===== config.mk =====
export PLATFORM = sky130hd
export DESIGN_NAME = tdm_mux_8x1
export DESIGN_NICKNAME = d
export VERILOG_FILES = /design/src/rtl/tdm_mux_pkg.sv /design/src/rtl/rr_arb_8.sv /design/src/rtl/tdm_mux_8x1.sv
export SDC_FILE = /design/constraint.sdc
export NUM_CORES = 1
export LEC_CHECK = 0
export BUFFER_PORTS_ARGS = -buffer_cell sky130_fd_sc_hd__buf_2
export CAP_MARGIN = 10
export CELL_PAD_IN_SITES_DETAIL_PLACEMENT = 0
export CELL_PAD_IN_SITES_GLOBAL_PLACEMENT = 1
export CORE_MARGIN = 8
export CORE_UTILIZATION = 33
export DETAILED_ROUTE_END_ITERATION = 8
export HOLD_SLACK_MARGIN = 0.1
export PLACE_DENSITY = 0.83
export SYNTH_ARGS = -nofsm -noshare
export SYNTH_HDL_FRONTEND = slang
export SYNTH_SLANG_ARGS = --single-unit

===== constraint.sdc =====
create_clock -name clk -period 4.9 [get_ports clk]
set_input_delay 0.49 -clock clk [delete_from_list [all_inputs] [get_ports clk]]
set_output_delay 0.49 -clock clk [all_outputs]
set_load 0.1 [all_outputs]

===== src/rtl/tdm_mux_pkg.sv =====
// Shared constants and FSM state type for the 8:1 TDM multiplexer.
package tdm_mux_pkg;
   localparam int CH_NUM = 8;
   localparam int SEL_W  = 3;

   typedef enum logic {
      ARB  = 1'b0,
      HOLD = 1'b1
   } state_t;
endpackage


===== src/rtl/rr_arb_8.sv =====
// Combinational 8-way round-robin arbiter: the first requester at or after ptr
// (ascending, wrapping 7->0) wins.
module rr_arb_8
   import tdm_mux_pkg::*;
(
   input  logic [CH_NUM-1:0] req,
   input  logic [SEL_W-1:0]  ptr,
   input  logic              enable,
   output logic [CH_NUM-1:0] gnt,
   output logic [SEL_W-1:0]  gnt_idx
);

   logic             found;
   logic [SEL_W-1:0] idx;

   always_comb begin
      gnt     = '0;
      gnt_idx = '0;
      found   = 1'b0;
      idx     = '0;
      for (int i = 0; i < CH_NUM; i++) begin
         // 3-bit addition wraps the search window around channel 7
         idx = ptr + SEL_W'(i);
         if (enable && !found && req[idx]) begin
            found        = 1'b1;
            gnt[idx]     = 1'b1;
            gnt_idx      = idx;
         end
      end
   end

endmodule


===== src/rtl/tdm_mux_8x1.sv =====
// 8:1 round-robin TDM multiplexer with a single registered output slot.
// Optional burst locking is enabled with `define TDM_MUX_BURST_LOCK_EN.
module tdm_mux_8x1
   import tdm_mux_pkg::*;
#(
   parameter int DATA_W = 8
) (
   input  logic                     clk,
   input  logic                     rst_n,
   input  logic [CH_NUM-1:0]        in_valid,
   input  logic [CH_NUM*DATA_W-1:0] in_data,
   input  logic [CH_NUM-1:0]        in_last,
   output logic [CH_NUM-1:0]        in_ready,
   output logic                     out_valid,
   output logic [DATA_W-1:0]        out_data,
   output logic [SEL_W-1:0]         out_sel,
   input  logic                     out_ready
);

   state_t            state;
   logic [SEL_W-1:0]  ptr;
   logic [CH_NUM-1:0] req;
   logic [CH_NUM-1:0] gnt;
   logic [SEL_W-1:0]  gnt_idx;
   logic              slot_free;
   logic              xfer;

   assign slot_free = !out_valid || out_ready;

`ifdef TDM_MUX_BURST_LOCK_EN
   logic [SEL_W-1:0] lock;

   // While a burst is locked only the owning channel may compete
   assign req = (state == HOLD) ? (in_valid & (CH_NUM'(1) << lock)) : in_valid;
`else
   logic unused_last;

   assign unused_last = ^in_last;
   assign req         = in_valid;
`endif

   rr_arb_8 u_arb (
      .req     (req),
      .ptr     (ptr),
      .enable  (slot_free),
      .gnt     (gnt),
      .gnt_idx (gnt_idx)
   );

   assign in_ready = rst_n ? gnt : '0;
   assign xfer     = |gnt;

   // Output slot register
   always_ff @(posedge clk or negedge rst_n) begin
      if (!rst_n) begin
         out_valid <= 1'b0;
         out_data  <= '0;
         out_sel   <= '0;
      end else if (xfer) begin
         out_valid <= 1'b1;
         out_data  <= in_data[gnt_idx*DATA_W +: DATA_W];
         out_sel   <= gnt_idx;
      end else if (slot_free) begin
         out_valid <= 1'b0;
      end
   end

   // Arbitration pointer and burst-lock FSM
`ifdef TDM_MUX_BURST_LOCK_EN
   always_ff @(posedge clk or negedge rst_n) begin
      if (!rst_n) begin
         state <= ARB;
         ptr   <= '0;
         lock  <= '0;
      end else if (xfer) begin
         case (state)
            ARB: begin
               ptr <= gnt_idx + SEL_W'(1);
               if (!in_last[gnt_idx]) begin
                  state <= HOLD;
                  lock  <= gnt_idx;
               end
            end
            HOLD: begin
               if (in_last[lock]) begin
                  state <= ARB;
                  ptr   <= lock + SEL_W'(1);
               end
            end
            default: state <= ARB;
         endcase
      end
   end
`else
   always_ff @(posedge clk or negedge rst_n) begin
      if (!rst_n) begin
         state <= ARB;
         ptr   <= '0;
      end else if (xfer) begin
         state <= ARB;
         ptr   <= gnt_idx + SEL_W'(1);
      end
   end
`endif

endmodule


After elaboration in Yosys (flattened, before gate mapping)
Index checks and enable logic that the tools add are counted.
Widths: inputs -> output; s select.

word-level totals
  flip-flop bits (word level) = 15
  logic and storage cells = 128
  output and inout bits = 20
  input bits = 83

cells by class
  $add $sub $neg = 8
  shift-type cells = 1
  reduce and logical (&&, ||, !) cells = 34
  multiplexer cells = 58
  bitwise operators = 7
  magnitude comparators = 16

operators with widths
  kind                 number
  $mux 8               9
  $shiftx 64x7->8      1
  $or 8x8->8           7
  $lt 3x4->1 const B   8
  $mux 1               25
  $bmux 1 s3           8
  $demux 1 s3          8
  $ge 3x1->1 const B   8
  $mux 3               8
  $logic_and 1x1->1    23
  $add 3x3->3 const B  4
  $logic_not 1->1      8
  $reduce_or 8->1      1
  $add 3x1->3 const B  2
  $add 3x2->3 const B  2
  $reduce_bool 2->1    1
  $logic_or 1x1->1     1

Logic depth before layout (Yosys ltp)
  depth in word-level cells = 34
  mapped depth = 20
  depth with buffers taken out = 13

Modules after synthesis
A second synthesis with hierarchy kept.

unflattened totals
  cell total of the unflattened synthesis = 232
  area total of the unflattened synthesis = 2693.8 um^2

modules (own cells, without submodules)
  module       cells an instance  area each (um^2)  sequential area each (um^2)  instances
  rr_arb_8     157                1492.7            0.0                          1
  tdm_mux_8x1  75                 1201.2            375.4                        1

Worst setup path after synthesis
No wires, ideal clock.

  path type = reg2out
  from = register ptr[0]
  to = output in_ready[6]
  data arrival time = 5473 ps
  data required time = 4410 ps
  setup slack = -1063 ps
  path buffers = 4
  cell stages (with the launch flop) = 15
  cells stage by stage = dfrtp_1 -> buf_6 -> buf_2 -> inv_1 -> buf_1 -> ha_1 -> clkbuf_1 -> mux4_2 -> mux2i_1 -> o311a_1 -> nand4_1 -> a21oi_1 -> nor2_1 -> a31o_2 -> a211oi_1

between the ends
  word-level cells in the longest chain between the ends = 33

RTL lines
  item                                                                 line                RTL
  from (decl)                                                          tdm_mux_8x1.sv:21   logic [SEL_W-1:0] ptr;
  from (signal assigned)                                               tdm_mux_8x1.sv:101  ptr <= gnt_idx + SEL_W'(1);
  parallel branches: the longest is 31 deep, another holds $lt 3x4->1  --
  $mux 8 (*)                                                           rr_arb_8.sv:24      if (enable && !found && req[idx]) begin
  $mux 8 (*)                                                           tdm_mux_8x1.sv:50   assign in_ready = rst_n ? gnt : '0;
  to (decl)                                                            tdm_mux_8x1.sv:13   output logic [CH_NUM-1:0] in_ready,

Every way passes the cells marked *. The select of a mux whose other input is x is not followed.

Worst setup path in the final report
  from = register ptr[0]
  to = output in_ready[4]

Same word-level chain as after synthesis.

==> results.json <==
{
  "outcome": "complete, no violations",
  "synth.cell_area_um2": 2522,
  "cap_violations": 0,
  "portBuffers": 94,
  "r2r_end": "out_sel[0]",
  "critical_path_class": "flop to output pin",
  "grt-ovfl-total": 0,
  "rr_worst_depth": 13,
  "clockRootBuffer": "clkbuf_8",
  "async_flop_share_pct": 100.0,
  "wl_met1_um": 3051,
  "startpoint_type": "flop",
  "routed_via_density": 5.571,
  "hpwl_um": 6655,
  "drv_slew": 0,
  "clkTransAtPathRegs_ns": 0.06,
  "diodes": 0,
  "hold_viol_final": 0,
  "path_cells": "inv_1 > ha_1 > mux4_2 > mux2i_1 > nand3_1 > a211oi_4 > a32o_1 > a221o_1 > nor2_1 > a21oi_1 > and2_1 > buf_12",
  "grt_pass1_wl_um": 13230,
  "worst_slew_pin_slew_ns": 0.6533,
  "nFillCells": 733,
  "slowest_stage": "mux4_2",
  "cts_made_buffers": 3,
  "maxSlewHeadroom_pct": 55.88,
  "path_delay_family": "multiplexers",
  "hold_slack_ns": 0.1657,
  "ys.flop_type": "dfrtp_1",
  "grt_max_degree": 22,
  "fp.dieW_um": 103.4,
  "ys_types": 57,
  "met3_length_um": 715,
  "cts_tree": "yes",
  "finalClockSkew_ns": 0.001295,
  "coreArea_um2": 7567,
  "antenna_found_initial": 0,
  "max_freq_mhz": 217.6,
  "wl_met2_um": 4015,
  "initial_utilization_pct": 33.33,
  "highest_layer": "met4",
  "num_vias": 2507,
  "drc": 0,
  "ant_nets": 0,
  "reg2reg_from": "ptr[2]",
  "cp_max_fo": 8,
  "cp.required_ns": 4.41,
  "post-route-period-util_pct": 93.77,
  "place_congestion": 0.9017,
  "finalSetupTns_ns": 0,
  "min_path_type": "input pin to asynchronous set/reset pin",
  "wl_um": 7943,
  "cts.sinks": 15,
  "crit_path_end_kind": "output pin",
  "syn_avg_cell_area_um2": 9.815,
  "track_usage_pct": 15.63,
  "yosys_warnings": 0,
  "synth_edf_count": 0,
  "clockBufferDepth": 2,
  "finalSetupViolCount": 0,
  "die_area_um2": 10700,
  "clkLatencyLatePin_ns": 0.25,
  "drive_gt1_share_pct": 49.43,
  "cp_slowest_stage_delay_ns": 0.59,
  "cts.htree.levels": 1,
  "syn_inst": 257,
  "grt_pass1_vias": 2783,
  "critPathArrivalTime_ns": 4.10,
  "io_pins": 103,
  "postLayoutCellArea_um2": 3293,
  "std_cell_rows": 32,
  "die_h_um": 103.4,
  "nets": 439,
  "synthesis.nets": 347,
  "min_period_ns": 4.595,
  "final_core_util_pct": 43.52,
  "reg2reg_slack_ns": 0.37,
  "wl_per_cell_um": 17.65,
  "area.growth.synth_to_final_pct": 30.56,
  "drt_iter0_markers": 199,
  "ys_seq_elements": 15,
  "first_pass_iters": 4,
  "rsz0062_at_grt": "no",
  "cp.buffers_inverters": 2,
  "yosysSeqAreaShare_pct": 14.88,
  "place_area_um2": 3209
}
layer usage:
layer	global-route usage, %	vias up
met4	5.562	0
met3	4.284	12
li1	-	1184
met2	27.37	123
met5	0	-
met1	17.73	1188
stage by stage:
step | worst slack (ns) | instances
2_1_floorplan | -0.1287 | 257
3_3_place_gp | 0.2605 | 444
3_5_place_dp | 0.1970 | 444
4_1_cts | 0.1821 | 448
5_1_grt | 0.03616 | 450
6_report | 0.3053 | 450
Yosys cell counts (8+ instances only):
master / instances / area share [%]
nor2_1: 24 / 3.6
nor3_1: 10 / 2.0
inv_1: 9 / 1.3
and2_1: 9 / 2.2
nand2_1: 17 / 2.5
mux2i_1: 12 / 4.8
o21ai_0: 8 / 1.6
dfrtp_1: 15 / 15
mux4_2: 25 / 22
mux2_2: 16 / 7.1
cell usage in the layout (no fill, tap or decap), types with 8 or more instances in the layout:
master and count:
nand2_1 17, mux2_2 16, mux4_2 25, and2_1 8, buf_12 9, dfrtp_1 15
nor2_1 23, buf_2 86, buf_4 10, nor3_1 10, o21ai_0 8, inv_1 9
mux2i_1 12
final cells by class:
type | instances | area (µm²) | area share (%)
Multi-Input combinational cell | 215 | 2024 | 61.47
Timing Repair Buffer | 105 | 685.7 | 20.82
Sequential cell | 15 | 375.4 | 11.40
Tap cell | 102 | 127.6 | 3.875
Clock buffer | 3 | 41.29 | 1.254
Inverter | 9 | 33.78 | 1.026
Clock inverter | 1 | 5.005 | 0.1520
cell families after synthesis:
logic type	synth area share, %
AO/OA/AOI/OAI	15.58
XOR/XNOR	1.736
adder cells (fa/ha/maj)	3.472
buffers and inverters	6.200
flip-flops	14.88
multiplexers	38.39
AND/OR/NAND/NOR	19.74
timing repair:
| action | in CTS | in global routing |
|---|---|---|
| hold buffers | 0 | 0 |
| buffers inserted | 0 | 2 |
| setup endpoints to repair | 0 | 12 |
| resized for setup | 0 | 3 |
registers in the layout, indices dropped and copies added, names as in the netlist:
| register | cells |
|---|---|
| out_data | 8 |
| ptr | 3 |
| out_valid | 1 |
| out_sel | 3 |
worst max path at each step:
stage	start	cells past startpoint	slack [ns]	endpoint
2_1_floorplan	ptr[0]	14	-0.13	in_ready[6]
3_3_place_gp	ptr[0]	11	0.26	out_data[3]
3_5_place_dp	ptr[0]	11	0.20	out_data[3]
4_1_cts	ptr[0]	11	0.18	out_data[3]
5_1_grt	ptr[0]	12	0.04	in_ready[4]
6_report	ptr[0]	12	0.31	in_ready[4]
Power is not shown: default switching activity piles up to over one toggle a cycle in this logic, so the estimate is an artifact.
